## src/rtl/bd_word_router_pkg.sv

```systemverilog
// Shared types, default leaf codes and sizing helpers for the BD word router.
package BDRouterPkg;

    localparam int unsigned NBDCODE_DEF    = 4;
    localparam int unsigned NBDPAYLOAD_DEF = 32;

    // Default leaf codes for register-readback accumulator and tag-ack traffic
    localparam logic [NBDCODE_DEF-1:0] RO_ACC = 4'd11;
    localparam logic [NBDCODE_DEF-1:0] RO_TAT = 4'd12;

    typedef struct packed {
        logic [NBDCODE_DEF-1:0]    leaf_code;
        logic [NBDPAYLOAD_DEF-1:0] payload;
    } bd_word_t;

    // Width needed to hold an occupancy value in the range 0..depth
    function automatic int unsigned occ_width(input int unsigned depth);
        return $clog2(depth + 1);
    endfunction

endpackage

```

## src/rtl/bd_word_router_fifo.sv

```systemverilog
// Per-output FIFO for the BD word router. The full flag is registered so the
// router's input acknowledge never depends combinationally on out_a.
module bd_route_fifo
    import BDRouterPkg::*;
#(
    parameter int unsigned W     = 36,
    parameter int unsigned Depth = 4,
    localparam int unsigned CW   = occ_width(Depth)
) (
    input  logic          clk,
    input  logic          reset,
    input  logic          push,
    input  logic [W-1:0]  din,
    output logic          full,
    output logic          out_v,
    input  logic          out_a,
    output logic [W-1:0]  dout,
    output logic [CW-1:0] count
);

    localparam int unsigned AW = $clog2(Depth);

    logic [W-1:0]  r_mem [Depth];
    logic [AW-1:0] r_wr_ptr;
    logic [AW-1:0] r_rd_ptr;
    logic [CW-1:0] r_count;
    logic          r_full;

    logic          w_push;
    logic          w_pop;
    logic [CW-1:0] w_count_nxt;

    // A full FIFO refuses a push even if it is popped in the same cycle
    assign w_push = push & ~r_full;
    assign w_pop  = out_v & out_a;

    // Next occupancy: +1 on push only, -1 on pop only, unchanged on both
    always_comb begin
        w_count_nxt = r_count;
        if (w_push && !w_pop) begin
            w_count_nxt = r_count + 1'b1;
        end else if (w_pop && !w_push) begin
            w_count_nxt = r_count - 1'b1;
        end
    end

    // Storage write; contents need no reset since occupancy gates visibility
    always_ff @(posedge clk) begin
        if (w_push) begin
            r_mem[r_wr_ptr] <= din;
        end
    end

    // Pointers, occupancy and registered full flag
    always_ff @(posedge clk) begin
        if (!reset) begin
            r_wr_ptr <= '0;
            r_rd_ptr <= '0;
            r_count  <= '0;
            r_full   <= 1'b0;
        end else begin
            if (w_push) begin
                r_wr_ptr <= r_wr_ptr + 1'b1;
            end
            if (w_pop) begin
                r_rd_ptr <= r_rd_ptr + 1'b1;
            end
            r_count <= w_count_nxt;
            r_full  <= (w_count_nxt == CW'(Depth));
        end
    end

    assign full  = r_full;
    assign out_v = (r_count != '0);
    assign dout  = r_mem[r_rd_ptr];
    assign count = r_count;

endmodule

```

## src/rtl/bd_word_router.sv

```systemverilog
// BD word router: steers each decoded word to the outputs selected by its
// leaf code's route mask, with one FIFO per output. Words with an all-zero
// mask are acknowledged, discarded and counted.
module bd_word_router
    import BDRouterPkg::*;
#(
    parameter int unsigned NBDpayload = 32,
    parameter int unsigned NBDcode    = 4,
    parameter int unsigned Nout       = 4,
    parameter int unsigned Depth      = 4,
    parameter int unsigned Ncnt       = 16
) (
    input  logic                                  clk,
    input  logic                                  reset,
    input  logic [(2**NBDcode)*Nout-1:0]          conf_route,
    input  logic                                  in_v,
    input  logic [NBDcode-1:0]                    in_leaf_code,
    input  logic [NBDpayload-1:0]                 in_payload,
    output logic                                  in_a,
    output logic [Nout-1:0]                       out_v,
    output logic [Nout*(NBDcode+NBDpayload)-1:0]  out_data,
    input  logic [Nout-1:0]                       out_a,
    output logic [Ncnt-1:0]                       drop_count,
    output logic [Nout*occ_width(Depth)-1:0]      fifo_count
);

    localparam int unsigned W      = NBDcode + NBDpayload;
    localparam int unsigned CW     = occ_width(Depth);
    localparam int unsigned NCODES = 2**NBDcode;

    logic [Nout-1:0]          w_mask;
    logic [Nout-1:0]          w_full;
    logic [Nout-1:0]          w_push;
    logic                     w_xfer;
    logic                     w_drop;
    logic [Nout-1:0][W-1:0]   w_dout;
    logic [Nout-1:0][CW-1:0]  w_count;
    logic [Ncnt-1:0]          r_drop_count;

    // Route-mask lookup for the presented leaf code
    always_comb begin
        w_mask = '0;
        for (int unsigned c = 0; c < NCODES; c++) begin
            if (in_leaf_code == NBDcode'(c)) begin
                w_mask = conf_route[c*Nout +: Nout];
            end
        end
    end

    // Accept only when every selected output has room; held low in reset
    assign in_a   = reset & in_v & (&(~w_mask | ~w_full));
    assign w_xfer = in_v & in_a;
    assign w_drop = w_xfer & ~(|w_mask);
    assign w_push = {Nout{w_xfer}} & w_mask;

    for (genvar k = 0; k < Nout; k++) begin : g_out
        bd_route_fifo #(
            .W     (W),
            .Depth (Depth)
        ) u_fifo (
            .clk   (clk),
            .reset (reset),
            .push  (w_push[k]),
            .din   ({in_leaf_code, in_payload}),
            .full  (w_full[k]),
            .out_v (out_v[k]),
            .out_a (out_a[k]),
            .dout  (w_dout[k]),
            .count (w_count[k])
        );
    end

    // Saturating count of words discarded for an all-zero route mask
    always_ff @(posedge clk) begin
        if (!reset) begin
            r_drop_count <= '0;
        end else if (w_drop && (r_drop_count != '1)) begin
            r_drop_count <= r_drop_count + 1'b1;
        end
    end

    assign out_data   = w_dout;
    assign fifo_count = w_count;
    assign drop_count = r_drop_count;

endmodule

```

## config.mk

```make
export PLATFORM = sky130hd
export DESIGN_NAME = bd_word_router
export DESIGN_NICKNAME = d
export VERILOG_FILES = /design/src/rtl/bd_word_router_pkg.sv /design/src/rtl/bd_word_router_fifo.sv /design/src/rtl/bd_word_router.sv
export SDC_FILE = /design/constraint.sdc
export NUM_CORES = 1
export LEC_CHECK = 0
export ABC_AREA = 1
export CORE_MARGIN = 3
export CORE_UTILIZATION = 50
export CTS_CLUSTER_SIZE = 10
export DETAILED_ROUTE_END_ITERATION = 10
export PLACE_DENSITY = 0.78
export SLEW_MARGIN = 20
export SYNTH_ARGS = -nofsm -noshare
export SYNTH_HDL_FRONTEND = slang
export SYNTH_HIERARCHICAL = 1
export SYNTH_SLANG_ARGS = --single-unit
```

## constraint.sdc

```tcl
create_clock -name clk -period 4.64 [get_ports clk]
set_input_delay 0.464 -clock clk [delete_from_list [all_inputs] [get_ports clk]]
set_output_delay 0.464 -clock clk [all_outputs]
set_load 0.02 [all_outputs]
```

# --- Word-level counts from Yosys, hierarchy flattened ---
# Memory sizes are Yosys's and may differ from the RTL's. A register that Yosys moved wholly into a read port is not among the register bits.
# Cells that the tools add are included.
totals:
  register_bits: 48
  latchBits: 0
  mem_bits_rw: 576
  rom_bits: 0
  in_bits: 107
  output_inout_bits: 177
  word_cells: 143
  n_memories: 4
mem_list:
  columns: ["name", "depth", "width", "rd", "rd_ports_with_merged_regs", "write_ports", "line", "text"]
  rows:
  - ["g_out[0].u_fifo.r_mem", 4, 36, 1, 1, 1, "bd_word_router_fifo.sv:23", "logic [W-1:0] r_mem [Depth];"]
  - ["g_out[1].u_fifo.r_mem", 4, 36, 1, 1, 1, "bd_word_router_fifo.sv:23", null]
  - ["g_out[2].u_fifo.r_mem", 4, 36, 1, 1, 1, "bd_word_router_fifo.sv:23", null]
  - ["g_out[3].u_fifo.r_mem", 4, 36, 1, 1, 1, "bd_word_router_fifo.sv:23", null]
classes:
  addsub: 17
  n_mul: 0
  n_div: 0
  order_cmp: 0
  eq_ne: 20
  shift: 0
  mux: 40
  n_bitwise: 21
  reduce_logical: 24
op_table:
  columns: ["cell", "n"]
  rows:
  - ["two-way mux 4 bit", 16]
  - ["== test 4 bit, second input constant", 8]
  - ["two-way mux 3 bit", 8]
  - ["adder 16 x 1 -> 16 bit, second input constant", 1]
  - ["adder 2 x 1 -> 2 bit, second input constant", 8]
  - ["== test 4 x 3 -> 1 bit, second input constant", 4]
  - ["two-way mux 2 bit", 8]
  - ["!= test 16 bit, second input constant", 1]
  - ["adder 3 x 1 -> 3 bit, second input constant", 4]
  - ["AND 1 bit", 12]
  - ["== test 3 bit, second input constant", 4]
  - ["nonzero test 3 bit", 4]
  - ["subtractor 3 x 1 -> 3 bit, second input constant", 4]
  - ["logical AND 1 bit", 9]
  - ["== test 4 x 2 -> 1 bit, second input constant", 2]
  - ["zero test 1 bit", 8]
  - ["two-way mux 1 bit", 8]
  - ["inverter 4 bit", 2]
  - ["inverter 1 bit", 5]
  - ["AND 4 bit", 1]
  - ["== test 4 x 1 -> 1 bit, second input constant", 1]
  - ["zero test 4 bit", 1]
  - ["bitwise OR 4 bit", 1]
  - ["AND reduction 4 bit", 1]
  - ["OR reduction 4 bit", 1]

# --- Logic depth before layout (Yosys ltp) ---
# Gate-level depths: netlist of run 1.
depth:
  word_depth: 29
  mapped_depth: 27
  depth_no_buf: 27

# --- Hierarchy ---
# The synthesis of run 1 kept the hierarchy.
modules_own_cells:
  columns: ["mod", "instances", "cells_per_inst", "area_each_um2"]
  rows:
  - ["bd_route_fifo at g_out[1].u_fifo ...", 3, 420, 5880.6]
  - ["bd_route_fifo at g_out[0].u_fifo", 1, 425, 5891.9]
  - ["bd_word_router", 1, 303, 1749.2]

# --- Worst setup path after synthesis of run 1 ---
# OpenSTA, ideal clock, no wires.
synth_timing:
  path_kind: "input -> register"
  start: "in in_leaf_code[2]"
  end: "mem g_out[2].u_fifo.r_mem[0][0] (enable)"
  arrival_time_ns: 3.771
  path_slack_ns: 0.440
  cell_stages: 18
  path_buffers: 1
  path_cell_list: "inv_2 -> nor2_2 -> nand2_1 -> or2_0 -> nand2_1 -> nand3_1 -> nand2_1 -> nand4_1 -> nor2_1 -> nand4_2 -> nand3_1 -> nand3_2 -> nor2_8 -> inv_1 -> a31oi_1 -> nand2_2 -> buf_6 -> nor2_1"
synth_via:
  elab_chain_cells: 26
  word_cells_on_any_way: 41
  cone_classes: "15 x eq/ne; 18 x mux; 6 x bitwise; 2 x reduce/logical"
synth_lines:
  columns: ["element", "line", "text"]
  rows:
  - ["from (decl)", "bd_word_router.sv:17", "input logic [NBDcode-1:0] in_leaf_code,"]
  - ["zero test 4 bit", "bd_word_router.sv:44", "if (in_leaf_code == NBDcode'(c)) begin"]
  - ["two-way mux 4 bit (15 in a row)", "bd_word_router.sv:44", null]
  - ["two-way mux 4 bit (*)", "bd_word_router.sv:44", null]
  - ["inverter 4 bit", "bd_word_router.sv:51", "assign in_a = reset & in_v & (&(~w_mask | ~w_full));"]
  - ["bitwise OR 4 bit", "bd_word_router.sv:51", null]
  - ["AND reduction 4 bit", "bd_word_router.sv:51", null]
  - ["AND 1 bit", "bd_word_router.sv:51", null]
  - ["AND 1 bit", "bd_word_router.sv:52", "assign w_xfer = in_v & in_a;"]
  - ["AND 4 bit (*)", "bd_word_router.sv:54", "assign w_push = {Nout{w_xfer}} & w_mask;"]
  - ["via w_push[2]", "bd_word_router.sv:33", "logic [Nout-1:0] w_push;"]
  - ["AND 1 bit (*)", "bd_word_router_fifo.sv:34", "assign w_push = push & ~r_full;"]
  - ["two-way mux 1 bit (*)", "bd_word_router_fifo.sv:49", "if (w_push) begin"]
  - ["two-way mux 1 bit (not written as such) (*)", "bd_word_router_fifo.sv:50", "r_mem[r_wr_ptr] <= din;"]
  - ["to (decl)", "bd_word_router_fifo.sv:23", null]
# Mark *: on every way through the listed nets, which the timed path passes. The rest lies on a longest branch.

# --- Worst setup path in the final report of run 1 ---
layout_timing:
  start: "in in_leaf_code[3]"
  end: "out in_a"
layout_via:
  elab_chain_cells: 21
  word_cells_on_any_way: 36
  cone_classes: "15 x eq/ne; 16 x mux; 3 x bitwise; 2 x reduce/logical"
layout_lines:
  columns: ["element", "line", "text"]
  rows:
  - ["zero test 4 bit", "bd_word_router.sv:44", null]
  - ["two-way mux 4 bit (15 in a row)", "bd_word_router.sv:44", null]
  - ["two-way mux 4 bit (*)", "bd_word_router.sv:44", null]
  - ["inverter 4 bit (*)", "bd_word_router.sv:51", null]
  - ["bitwise OR 4 bit (*)", "bd_word_router.sv:51", null]
  - ["AND reduction 4 bit (*)", "bd_word_router.sv:51", null]
  - ["AND 1 bit (*)", "bd_word_router.sv:51", null]
  - ["to (decl)", "bd_word_router.sv:19", "output logic in_a,"]
# Every way passes the cells marked *; elsewhere a longest branch is shown, timed or not.

==> key figures, run 1 <==
Outcome
  • Status: finished clean

Placed design
  • Hpwl dp: 42400 microns
  • Post-place instance area: 29000 sq um
  • Final Wtd Congestion: 0.930
  • Number of port buffers: 283
  • Placement Setup Slack: 316 ps

Timing
  • Tightest Pin Transition: 856 ps
  • Setup TNS Final: 0 ps
  • Min Clock Period, post-route: 4110 ps
  • Pins Over Slew Limit: 0
  • Tcrit/Tclk final: 0.886
  • Final hold vios: 0
  • Setup ws final: 528 ps
  • Fmax: 0.243 GHz
  • Fin Clk Skew: 20.2 ps
  • Hold WS: 476 ps
  • Max transition margin: 0.429
  • RSZ-0062 raised after global routing: false
  • Final Setup Violations: 0

Synthesis
  • Most used flip-flop cell after synthesis: edfxtp_1
  • Top post-synthesis cells by count: edfxtp_1, nor2_1, o21ai_0, o22ai_1, o21ai_1
  • Yosys warns: 6
  • Seq cells post-synth: 632
  • Count leader, synth: edfxtp_1
  • Share of synthesized flip-flops with an asynchronous set or reset: 0
  • Sequential share of the synthesized area: 0.728
  • Syn Inst Count: 1988
  • Yosys top cell by area: edfxtp_1
  • Synth top area cells: edfxtp_1, nor2_1, dfxtp_1
  • Synthesized netlist net count: 2124
  • Post-synth EDFFs: 576
  • Yosys cell types: 37
  • Synth Cell Area: 25300 sq um
  • Top cell type's share of synthesized area: 0.684
  • Syn Area/Cell: 12.7 sq um

Global routing
  • Largest net degree at the start of global routing: 73
  • Grt ovf: 0
  • Initial antenna violation count: 0
  • Number of global-route vias before repair: 17300
  • Global-route wire length before repair: 101000 microns
  • Total global-route track usage: 0.248

Layout
  • N_diodes: 0
  • Layout cells sized above 1: 0.0968
  • Post-layout util: 0.627
  • Area delta synth->final: 22.7%
  • Nets: 2426
  • Layout Cell Area excl Fill: 31000 sq um
  • Fillers: 3574

Setup path
  • Crit path max fanout: 18
  • Top delay family on crit path: simple AND/OR/NAND/NOR gates
  • CP peak stage delay: 680 ps
  • CP most frequent cell: nor2_1
  • Arr. time, crit path: 3650 ps
  • Startpoint Class: input port
  • CP endpoint kind: primary output
  • WS Path Type: input port to primary output
  • Data required, critical path: 4180 ps
  • CP max-delay cell: clkdlybuf4s50_1
  • Cells along the critical path: clkdlybuf4s50_1 -> nor2_1 -> nand2_1 -> nor2_1 -> nor2_1 -> nand2_1 -> nand2_1 -> nand4_1 -> nor2_1 -> nand4_1 -> nor2_1 -> nand4_1 -> nand2_1 -> nand3_2 -> nor2_8 -> buf_4 -> clkdlybuf4s50_1
  • Buf/Inv on CP: 3

Floorplan
  • Die area: 53300 sq um
  • Starting density of the core: 0.511
  • Site Rows: 81
  • Io pins: 284
  • Die width: 231 microns
  • Floorplan Core Area: 49500 sq um
  • DIE HEIGHT: 231 microns

Power
  • Peak supply drop: 0.387 mV
  • Static leakage: 10.6 nW
  • Sequential share of power: 0.409
  • Clock power share: 0.313
  • Combinational power share: 0.278
  • P_sw: 5.13 mW
  • Internal Power: 11.2 mW
  • Power Density: 525 nW/um^2
  • Sw Ratio: 0.315

Drt
  • 1st-iter DRT viols: 1931
  • Detail Route Antenna Nets: 0
  • WL/cell: 22.5 microns
  • Number of vias per cell: 5.81
  • # DRC: 0
  • Vias post-DR: 17300
  • Drt first pass iters: 6
  • Detailed Route WL: 66900 microns

Hold path
  • Worst hold path class: flip-flop to flip-flop

CTS
  • TritonCTS buffer count: 74
  • CTS sink cnt: 632
  • TritonCTS clock tree: done
  • Hold-fix buffer count after cts: 0
  • Clk_lat worst skew: 580 ps
  • Gates resized, CTS repair: 0
  • CTS max path bufs: 3
  • Htree depth: 3
  • Setup Buffers After CTS: 0
  • Clock Tree Root: clkbuf_16
  • Clock-pin transition on the worst setup and hold timing paths: 50 ps

Run
  • Max-cap viol count: 0
==> power by group through the flow <==
stage / combinational [mW] / clock, mW / sequential, mW
floorplan: 2.53 / 0 / 6.70
global placement: 4.39 / 0 / 6.75
detailed placement: 4.50 / 0 / 6.77
CTS: 4.53 / 5.16 / 6.65
global route: 4.83 / 5.38 / 6.68
finish: 4.53 / 5.10 / 6.66
==> flip-flops by register name (all words and copies together) (netlist names), named ones only <==
| register | flops |
|---|---|
| drop_count | 16 |
| g_out.u_fifo/count | 12 |
| g_out.u_fifo/full | 4 |
| g_out.u_fifo/r_mem | 576 |
| g_out.u_fifo/r_rd_ptr | 8 |
| g_out.u_fifo/r_wr_ptr | 8 |
==> through the flow <==
step / instances / power [mW]
after global routing: 2979 / 16.9
after detailed placement: 2878 / 11.3
after CTS: 2979 / 16.4
final: 2979 / 16.3
after floorplan: 1988 / 9.23
after global placement: 2878 / 11.1
==> final cells by class <==
class,count,area [sq um],share of cell area
Sequential cell,632,18400,0.594
Multi-Input combinational cell,1141,5970,0.192
Timing Repair Buffer,323,3280,0.106
Clock buffer,95,1990,0.0643
Tap cell,664,831,0.0268
Inverter,118,450,0.0145
Clock inverter,6,66.3,0.00214
==> cells by family after synthesis <==
group                    after synthesis  share of synthesized area
buffers and inverters                215                     0.0402
adder cells (fa/ha/maj)               29                     0.0144
AO/OA/AOI/OAI                        482                      0.103
XOR/XNOR                              18                    0.00624
flip-flops                           632                      0.728
AND/OR/NAND/NOR                      612                      0.108
==> metal layers <==
layer,wire (microns),part of all wire,vias up,GRT usage
met5,0,0,-,0
met4,1890,0.028,0,0.0831
met3,6700,0.10,131,0.0486
met2,32600,0.49,1017,0.418
met1,25700,0.38,8379,0.324
li1,-,-,7767,-
==> path summary, 6_finish.rpt <==
| path | from | to | slack (ps) | depth (start not counted) |
|---|---|---|---|---|
| setup / recovery | in_leaf_code[3] | in_a | 530 | 17 |
| hold reg to reg | g_out[3].u_fifo/r_rd_ptr[0] | flip-flop | 480 | 1 |
| hold / removal | g_out[3].u_fifo/r_rd_ptr[0] | flip-flop | 480 | 1 |
| setup reg to reg | g_out[0].u_fifo/full | g_out[0].u_fifo/r_mem[2][27] | 2320 | 8 |
==> layout by cell type (no fill, tap or decap), types with 7 or more instances in the layout <==
master	Yosys	final
inv_1	92	92
clkbuf_16	0	77
nor2_1	350	334
nand3_1	56	56
nand4_1	13	13
o21ai_0	169	169
clkbuf_1	1	18
nand3_2	11	11
clkdlybuf4s50_1	0	283
edfxtp_1	576	576
nand2_2	17	17
ha_1	29	29
buf_12	0	12
nand2_1	123	123
dfxtp_1	56	49
dfxtp_2	0	7
o22ai_1	144	144
xor2_1	16	16
nor2_4	3	19
buf_4	15	28
nand2_4	10	10
inv_2	22	22
o21ai_1	131	131
a21oi_1	36	36
Note: power is estimated with default switching activity, not from simulation.
==> inputs of run 2 (changes only) <==
--- a/config.mk
+++ b/config.mk
@@ -10,6 +10,7 @@
 export CORE_UTILIZATION = 50
 export CTS_CLUSTER_SIZE = 10
 export DETAILED_ROUTE_END_ITERATION = 10
+export GPL_ROUTABILITY_DRIVEN = 0
 export PLACE_DENSITY = 0.78
 export SLEW_MARGIN = 20
 export SYNTH_ARGS = -nofsm -noshare
==> key figures, run 2 (synthesis gave the netlist of run 1 again) <==
CTS
  • Gates resized, CTS repair: 0 (unchanged)
  • Htree depth: 3 (unchanged)
  • Hold-fix buffer count after cts: 0 (unchanged)
  • TritonCTS clock tree: done
  • CTS max path bufs: 3 (unchanged)
  • Clock-pin transition on the worst setup and hold timing paths: 50 ps (about the same)
  • Clk_lat worst skew: 610 ps (+30 ps)
  • CTS sink cnt: 632 (unchanged)
  • Setup Buffers After CTS: 0 (unchanged)
  • Clock Tree Root: clkbuf_16
  • TritonCTS buffer count: 74 (unchanged)

Layout
  • Nets: 2428 (+0.082%)
  • Multi-input gate area: 5970 sq um (unchanged)
  • Reg with most FFs: g_out.u_fifo/r_mem
  • Leading cell types in the layout, fill and taps excluded: edfxtp_1, nor2_1, clkdlybuf4s50_1, o21ai_0, o22ai_1
  • FF/Latch Area: 18400 sq um (unchanged)
  • Max reg flops: 576 (unchanged)
  • Most common cell after layout, fill and taps aside: edfxtp_1
  • Area delta synth->final: 22.7% (about the same)
  • Layout cells sized above 1: 0.0974 (+0.000612)
  • Fillers: 3547 (-0.76%)

Timing
  • Tcrit/Tclk final: 0.892 (+0.00626)
  • Min Clock Period, post-route: 4140 ps (+29.0 ps)
  • Hold WS: 477 ps (+0.863 ps)
  • Fmax: 0.241 GHz (-0.70%)
  • RSZ-0062 raised after global routing: false
  • Fin Clk Skew: 21.9 ps (+1.77 ps)
  • Final Setup Violations: 0 (unchanged)
  • Final hold vios: 0 (unchanged)
  • Setup TNS Final: 0 ps (unchanged)
  • Setup ws final: 499 ps (-29.0 ps)
  • Pins Over Slew Limit: 0 (unchanged)
  • Tightest Pin Transition: 1070 ps (+215 ps)
  • Max transition margin: 0.286 (-0.143)

Power
  • Power Density: 529 nW/um^2 (+0.68%)
  • Clock power share: 0.316 (+0.003)
  • Static leakage: 10.6 nW (about the same)
  • Combinational power share: 0.276 (-0.002)
  • P_sw: 5.22 mW (+1.7%)
  • Sw Ratio: 0.318 (+0.00318)
  • Final total power: 16.4 mW (+0.65%)
  • Sequential share of power: 0.408 (about the same)
  • Peak supply drop: 0.319 mV (-18%)
  • Internal Power: 11.2 mW (+0.18%)

Setup path
  • WS Path Type: input port to primary output
  • Top delay family on crit path: simple AND/OR/NAND/NOR gates
  • CP peak stage delay: 670 ps (about the same)
  • Arr. time, crit path: 3680 ps (+30 ps)
  • CP max-delay cell: clkdlybuf4s50_1
  • Data required, critical path: 4180 ps (about the same)
  • Buf/Inv on CP: 3 (unchanged)
  • CP endpoint kind: primary output
  • CP most frequent cell: nor2_1
  • Startpoint Class: input port
  • Crit path max fanout: 18 (unchanged)
  • Cells along the critical path: clkdlybuf4s50_1 -> nor2_1 -> nand2_1 -> nor2_1 -> nor2_1 -> nand2_1 -> nand2_1 -> nand4_1 -> nor2_1 -> nand4_1 -> nor2_1 -> nand4_1 -> nand2_1 -> nand3_2 -> nor2_8 -> buf_4 -> clkdlybuf4s50_1

Global routing
  • Largest net degree at the start of global routing: 73 (unchanged)
  • GR met3 Demand/Resource: 0.0555 (+0.00691)
  • Gr busiest metal: met2
  • Grt ovf: 0 (unchanged)
  • Initial antenna violation count: 1 (+1)
  • Total global-route track usage: 0.255 (+0.00726)
  • Number of global-route vias before repair: 17600 (+1.9%)
  • Global-route wire length before repair: 104000 microns (+3.0%)
  • Met1 GRT Util: 0.324 (about the same)
  • Routing usage on met2: 0.429 (+0.0115)

Floorplan
  • Die width: 231 microns (unchanged)
  • Io pins: 284 (unchanged)
  • Floorplan Core Area: 49500 sq um (unchanged)
  • Site Rows: 81 (unchanged)
  • DIE HEIGHT: 231 microns (unchanged)
  • Starting density of the core: 0.511 (unchanged)
  • Die area: 53300 sq um (unchanged)

Drt
  • WL/cell: 23.1 microns (+2.8%)
  • Detail Route Antenna Nets: 0 (unchanged)
  • Detailed Route WL: 69000 microns (+3.1%)
  • Vias post-DR: 17500 (+1.2%)
  • Number of vias per cell: 5.86 (+0.93%)
  • Drt first pass iters: 7 (+1)
  • 1st-iter DRT viols: 2118 (+9.7%)
  • # DRC: 0 (unchanged)

Placed design
  • Hpwl dp: 43000 microns (+1.3%)
  • Placement Setup Slack: 427 ps (+111 ps)
  • Number of port buffers: 283 (unchanged)

Run
  • Max-cap viol count: 0 (unchanged)

Outcome
  • Status: finished clean

Hold path
  • Worst hold path class: flip-flop to flip-flop
==> run 2: worst paths after layout <==
| check | depth (start not counted) | start | end | slack [ps] |
|---|---|---|---|---|
| max | 17 | in_leaf_code[3] | in_a | 500 |
| min | 1 | g_out[2].u_fifo/r_rd_ptr[0] | g_out[2].u_fifo/r_rd_ptr[0] | 480 |
| max reg2reg | 8 | g_out[1].u_fifo/full | g_out[2].u_fifo/r_mem[2][16] | 2500 |
| min reg2reg | 1 | g_out[2].u_fifo/r_rd_ptr[0] | g_out[2].u_fifo/r_rd_ptr[0] | 480 |
==> run 2: per-layer routing <==
layer	part of all wire	vias up
met1	0.38	8553
met4	0.032	2
met2	0.50	1005
met3	0.096	141
met5	0.00019	-
li1	-	7795
==> run 2: metrics by stage <==
step,std cells,area [sq um],util
final,2986,31000,0.627
after global routing,2985,31000,0.627
after CTS,2985,31000,0.627
after detailed placement,2880,28900,0.584
after global placement,2880,28900,0.584
after floorplan,1988,25300,-
==> run 2: worst reg2reg max path, cell delays in order (launching register included) <==
cell     delay [ps]
dfxtp_1         310
nand3_1         100
nand3_2         130
nor2_8          130
inv_1            80
a31oi_1         180
nand2_2         270
nor2_4          330
buf_12          260
==> run 2: power by group through the flow <==
stage	sequential (mW)	combinational, mW	clock [mW]
global route	6.72	4.80	5.47
detailed placement	6.80	4.48	0
finish	6.69	4.53	5.18
global placement	6.78	4.38	0
floorplan	6.70	2.53	0
CTS	6.69	4.53	5.24
==> run 2: cell type report <==
cell class              instances  area share
clock buffers                  96      0.0644
inverters                     118      0.0145
flip-flops and latches        632       0.594
well taps                     664      0.0268
clock inverters                 9     0.00355
diodes                          1   0.0000807
multi-input cells            1141       0.192
repair buffers                325       0.104
